**src/rtl/act_vector_packer.sv**
```systemverilog
// Serial-to-parallel activation packer with a two-bank valid/ready output stage.
// Optional ingest rectification is enabled by defining ACT_PACK_RELU_EN.

module act_pack_lane #(
    parameter int DW = 32
) (
    input  logic          clk,
    input  logic          rst,
    input  logic          we_i,
    input  logic          wb_i,
    input  logic          rb_i,
    input  logic [DW-1:0] d_i,
    output logic [DW-1:0] q_o
);
    logic [DW-1:0] bank0_q, bank1_q;

    always_ff @(posedge clk or posedge rst) begin
        if (rst) begin
            bank0_q <= '0;
            bank1_q <= '0;
        end else if (we_i) begin
            if (wb_i) bank1_q <= d_i;
            else      bank0_q <= d_i;
        end
    end

    assign q_o = rb_i ? bank1_q : bank0_q;
endmodule

module act_vector_packer #(
    parameter int N_IN  = 30,
    parameter int DW    = 32,
    parameter int CNT_W = 16
) (
    input  logic                 clk,
    input  logic                 rst,
    input  logic                 s_valid,
    output logic                 s_ready,
    input  logic [DW-1:0]        s_data,
    input  logic                 s_last,
    output logic                 m_valid,
    input  logic                 m_ready,
    output logic [N_IN*DW-1:0]   m_data,
    output logic                 err_frame,
    output logic [CNT_W-1:0]     frame_cnt
);
    localparam int IW = (N_IN > 1) ? $clog2(N_IN) : 1;
    localparam logic [IW-1:0] LAST_IDX = IW'(N_IN - 1);

    logic [IW-1:0]    widx_q, widx_d;
    logic [1:0]       full_q, full_d;
    logic             wb_q, wb_d;
    logic             rb_q, rb_d;
    logic             err_q, err_d;
    logic [CNT_W-1:0] cnt_q, cnt_d;
    logic [DW-1:0]    wdata;
    logic             accept, at_last, complete, early, drain;

    assign s_ready   = !full_q[wb_q];
    assign m_valid   = full_q[rb_q];
    assign err_frame = err_q;
    assign frame_cnt = cnt_q;

    assign accept   = s_valid && s_ready;
    assign at_last  = (widx_q == LAST_IDX);
    assign complete = accept && at_last;
    assign early    = accept && s_last && !at_last;
    assign drain    = m_valid && m_ready;

`ifdef ACT_PACK_RELU_EN
    // Sign bit set covers negatives and -0; both store as +0.
    assign wdata = s_data[DW-1] ? '0 : s_data;
`else
    assign wdata = s_data;
`endif

    // Completion targets an empty wb bank and drain a full rb bank, so when
    // both happen in one cycle they touch different banks.
    always_comb begin
        full_d = full_q;
        wb_d   = wb_q;
        rb_d   = rb_q;
        widx_d = widx_q;
        cnt_d  = cnt_q;
        err_d  = 1'b0;
        if (complete) begin
            full_d[wb_q] = 1'b1;
            wb_d         = !wb_q;
            widx_d       = '0;
            err_d        = !s_last;
        end else if (early) begin
            widx_d = '0;
            err_d  = 1'b1;
        end else if (accept) begin
            widx_d = widx_q + 1'b1;
        end
        if (drain) begin
            full_d[rb_q] = 1'b0;
            rb_d         = !rb_q;
            cnt_d        = cnt_q + 1'b1;
        end
    end

    always_ff @(posedge clk or posedge rst) begin
        if (rst) begin
            widx_q <= '0;
            full_q <= '0;
            wb_q   <= 1'b0;
            rb_q   <= 1'b0;
            err_q  <= 1'b0;
            cnt_q  <= '0;
        end else begin
            widx_q <= widx_d;
            full_q <= full_d;
            wb_q   <= wb_d;
            rb_q   <= rb_d;
            err_q  <= err_d;
            cnt_q  <= cnt_d;
        end
    end

    for (genvar k = 0; k < N_IN; k++) begin : g_lane
        act_pack_lane #(.DW(DW)) u_lane (
            .clk  (clk),
            .rst  (rst),
            .we_i (accept && (widx_q == IW'(k))),
            .wb_i (wb_q),
            .rb_i (rb_q),
            .d_i  (wdata),
            .q_o  (m_data[k*DW +: DW])
        );
    end
endmodule

```
**config.mk**
```make
export PLATFORM = sky130hd
export DESIGN_NAME = act_vector_packer
export DESIGN_NICKNAME = d
export VERILOG_FILES = /design/src/rtl/act_vector_packer.sv
export SDC_FILE = /design/constraint.sdc
export NUM_CORES = 2
export LEC_CHECK = 0
export CAP_MARGIN = 20
export CORE_MARGIN = 2
export CORE_UTILIZATION = 40
export CTS_CLUSTER_DIAMETER = 30
export DETAILED_ROUTE_END_ITERATION = 10
export SYNTH_ARGS = -nofsm -noshare
export SYNTH_HDL_FRONTEND = slang
export SYNTH_SLANG_ARGS = --single-unit
```
**constraint.sdc**
```tcl
create_clock -name clk -period 78.1 [get_ports clk]
set_input_delay 7.81 -clock clk [delete_from_list [all_inputs] [get_ports clk]]
set_output_delay 7.81 -clock clk [all_outputs]
set_load 0.05 [all_outputs]
```
After elaboration in Yosys (flattened, before gate mapping)
Index checks and enable logic that the tools add are counted.

storage, ports and cells
  output and inout bits = 979
  register bits after elaboration = 1946
  input port bits = 37

operators by class
  bitwise gates (word level) = 4
  magnitude comparators = 4
  reduce and logical (&&, ||, !) cells = 103
  add/sub/neg operators = 2
  eq/ne operators = 29
  multiplexer cells = 45

operator list
  kind                   count
  $mux 32                30
  $reduce_and 2->1       60
  $eq 5x5->1 const B     14
  $eq 5x4->1 const B     8
  $logic_and 1x1->1      36
  $eq 5x3->1 const B     4
  $add 16x1->16 const B  1
  $mux 5                 3
  $eq 5x2->1 const B     2
  $mux 1                 8
  $add 5x1->5 const B    1
  $eq 5x1->1 const B     1
  $logic_not 1->1        5
  $logic_not 5->1        1
  $lt 1x2->1 const B     2
  $mux 2                 2
  $reduce_bool 3->1      1
  $and 2x2->2            1
  $demux 1 s1            2
  $ge 1x1->1 const B     2
  $not 2->2              1
  $or 2x2->2             1
  $not 1->1              1

Logic depth before layout (Yosys ltp)
  word-level depth = 8
  mapped depth = 9
  depth with buffers taken out = 7

By module
From an unflattened synthesis, not the netlist that was laid out.

second synthesis, totals
  cells, all modules = 5376
  area total of the unflattened synthesis = 86608.1 um2

modules (own cells, without submodules)
  module             seq. area each (um2)  times used  area each (um2)  cells each
  act_pack_lane      1601.5                30          2839.0           174
  act_vector_packer  650.6                 1           1438.9           156

Least setup slack after synthesis
OpenSTA, ideal clock, no wires.

  path type = reg2out
  start point = reg rb_q
  end point = out m_data[691]
  slack = 68640 ps
  stages on the path, launching flop included = 5
  path buffers = 3
  data arrival time = 1650 ps
  cells stage by stage = dfrtp_1 > buf_2 > clkbuf_1 > clkbuf_1 > mux2_2

on the way
  cells in the longest elaborated chain, start to end = 1

ends and longest elaborated chain
  item                    line  text
  from (decl)             53    logic rb_q, rb_d;
  from (signal assigned)  116   rb_q <= rb_d;
  $mux 32                 27    assign q_o = rb_i ? bank1_q : bank0_q;
  to (decl)               43    output logic [N_IN*DW-1:0] m_data,

Every way passes these cells.

Final worst setup path
  start point = reg rb_q
  end point = out m_data[383]

The elaborated chain is that of the path after synthesis.

==> qor.yml <==
sta:
  rsz0062_at_grt: "no"
  setup-violations-final: 0
  slew_headroom_pct: 1.278
  final.setup.tns_ps: 0
  clock.fmax_ghz: 0.07069
  hold_slack_ps: 479.5
  slew_viol_final: 0
  period_minus_slack_ps: 14150
  hold_viol: 0
  skew_ps: 72.66
  layout_setup_ws_ps: 63950
  tightest_slew_ps: 1481
  period_share_pct: 18.11
floorplanning:
  ios: 1016
  fp.dieW_um: 463.5
  start_util_pct: 40.26
  die-area_um2: 214800
  die_h_um: 463.5
  core_um2: 209800
  rows: 168
clock_network:
  cts_tree: "yes"
  cts.sinks: 1946
  clkTransAtPathRegs_ps: 40
  clk_latency_ps: 1000
  root_buffer: "clkbuf_16"
  cts_buffers: 462
  cts_buffer_depth: 4
  hold_buffers: 0
  cts_resized: 0
  cts_setup_buffers: 0
  htreeDepth: 5
place:
  post-place-ws_ps: 63040
  place_congestion: 0.8262
  portBuffers: 1015
  hpwl_mm: 178.2
setup_path:
  crit_buf_inv: 5
  cpLargestDelayFamily: "buffers and inverters"
  startpoint_type: "flip-flop"
  crit_path_cell_trace: "buf_12 -> buf_12 -> buf_4 -> buf_4 -> mux2_2 -> clkdlybuf4s50_1"
  crit_path_end_kind: "primary output"
  slowest_stage: "dfrtp_4"
  path_max_fanout: 167
  arrival_ps: 6340
  cp.required_ps: 70290
  cp_slowest_stage_delay_ps: 950
  worstSetupPathType: "flip-flop to primary output"
grt:
  antenna_found_initial: 28
  grt_max_degree: 169
  track_usage_pct: 26.73
  grt_pass1_vias: 55600
  grt_pass1_wl_mm: 415.3
  grt_overflow: 0
routing:
  drt_first_pass_iters: 5
  drt_iter0_markers: 2961
  vias: 52037
  wl_mm: 290.8
  vias_per_cell: 5.315
  drcViolationCount: 0
  wl_per_cell_um: 29.70
  ant_nets: 0
synthesis:
  yosysMostFrequentCell: "mux2_2"
  ys_seq_elements: 1946
  syn_avg_cell_area_um2: 15.37
  synthFlopType: "dfrtp_1"
  synth_cells: 5493
  yosysSeqAreaShare_pct: 57.66
  ys_types: 39
  synthTopCellsByArea: "dfrtp_1 58%, mux2_2 38%, clkbuf_1 1.3%"
  syn-num-nets: 5536
  yosysTopAreaCellShare_pct: 57.66
  synth_top_cells_by_count: "2830 x mux2_2, 1946 x dfrtp_1, 303 x clkbuf_1, 115 x buf_2, 72 x buf_4"
  synth_edf_count: 0
  ys_warn_count: 0
  async_reset_ff_share_pct: 100.0
  synthesis.area_um2: 84450
  yosys.area.top_type: "dfrtp_1"
outcome:
  run_status: "finished, final reports clean"
min_path:
  hold_path_class: "flip-flop to flip-flop"
power_and_ir_drop:
  p_leak_nw: 54.47
  switching_share_pct: 26.29
  seqPwrFrac_pct: 31.4
  power_switching_mw: 0.9071
  comb_power_share_pct: 13.0
  clock_power_share_pct: 55.5
  vdd_drop_max_mv: 0.02517
  p_int_mw: 2.543
  powerDensity_nw_per_um2: 30.53
  total_power_mw: 3.450
finish:
  syn_to_final_growth_pct: 33.84
  regArea_um2: 48700
  fillers: 17253
  layout.nets: 6647
  layout-drive-gt1-share_pct: 54.38
  multi_input_area_um2: 33790
job:
  drv_cap: 0
==> stage by stage <==
step / utilization (%) / cell area (um^2) / std cells
6_report: 53.88 / 113000 / 9791
5_1_grt: 53.87 / 113000 / 9782
4_1_cts: 53.79 / 112800 / 9772
3_5_place_dp: 46.30 / 97130 / 8939
3_3_place_gp: 46.23 / 96990 / 8932
2_1_floorplan: - / 84450 / 5493
==> power by group through the flow <==
stage | logic, mW | clock network (mW) | registers (mW)
after global routing | 0.466 | 2.00 | 1.09
after detailed placement | 0.450 | 0 | 1.10
after floorplan | 0.292 | 0 | 1.09
after global placement | 0.447 | 0 | 1.10
after CTS | 0.453 | 1.94 | 1.09
final | 0.450 | 1.92 | 1.09
==> per-layer routing <==
| metal | up-vias | routed length (um) | GRT usage (%) |
|---|---|---|---|
| met4 | 0 | 14140 | 12.64 |
| met2 | 1674 | 134900 | 42.03 |
| met3 | 546 | 21580 | 8.139 |
| met1 | 27884 | 120200 | 33.65 |
| met5 | - | 0 | 0 |
| li1 | 21933 | - | - |
==> logic make-up after synthesis <==
| group | count (synthesis) | share of synthesized area, % |
|---|---|---|
| simple gates | 133 | 0.8356 |
| compound gates | 11 | 0.09335 |
| flops | 1946 | 57.66 |
| mux | 2884 | 38.45 |
| fa+ha+maj | 6 | 0.08889 |
| xor+xnor | 16 | 0.1659 |
| buf+inv | 497 | 2.699 |
==> path summary, 6_finish.rpt <==
check / start / endpoint / slack [ps] / depth (start not counted)
worst max-delay path: rb_q / m_data[383] / 63950 / 6
worst min-delay path: g_lane[25].u_lane.bank1_q[15] / g_lane[25].u_lane.bank1_q[15] / 480 / 1
worst max register to register: widx_q[1] / g_lane[29].u_lane.bank1_q[18] / 74840 / 7
worst min register to register: g_lane[25].u_lane.bank1_q[15] / g_lane[25].u_lane.bank1_q[15] / 480 / 1
max in group asynchronous: rst / g_lane[22].u_lane.bank1_q[25] / 64870 / 9
min in group asynchronous: rst / frame_cnt[8] / 7370 / 2
==> area by class of cell <==
class	instances	share of cell area (%)
Clock buffer	639	11.65
Antenna cell	13	0.02878
Multi-Input combinational cell	3050	29.89
Inverter	7	0.02989
Clock inverter	194	2.238
Timing Repair Buffer	1137	9.965
Sequential cell	1946	43.09
Tap cell	2805	3.105
==> sequential cells by signal, indices dropped and copies added, names as in the netlist <==
name                   cells
g_lane.u_lane.bank0_q    960
frame_cnt                 16
g_lane.u_lane.bank1_q    960
wb_q                       1
widx_q                     5
err_frame                  1
full_q                     2
rb_q                       1
==> worst reg2reg max path, delay by kind of cell (launching register included) <==
family | cells | cell delay (ps)
flip-flops | 1 | 410
adder cells (fa/ha/maj) | 1 | 460
multiplexers | 1 | 410
AND/OR/NAND/NOR | 3 | 1170
buffers and inverters | 2 | 680
==> layout by cell type (no fill, tap or decap), types with 7 or more instances in the layout <==
cell                n
nand3_1            11
inv_6              10
diode_2            13
nor2_1              9
mux2_2           2830
nand2_2             7
mux2_1             52
clkinv_2           78
buf_4             135
xnor2_1             9
clkdlybuf4s50_1   983
clkbuf_8           84
buf_12             12
nand4_1             8
clkbuf_1           88
nor2_4             37
clkbuf_16         467
nand2_1            23
clkinv_4           16
bufinv_16          53
nand3_2             8
dfrtp_1          1945
clkinvlp_4         33
xor2_1              7
No activity file was read; power rests on OpenSTA's default activity.
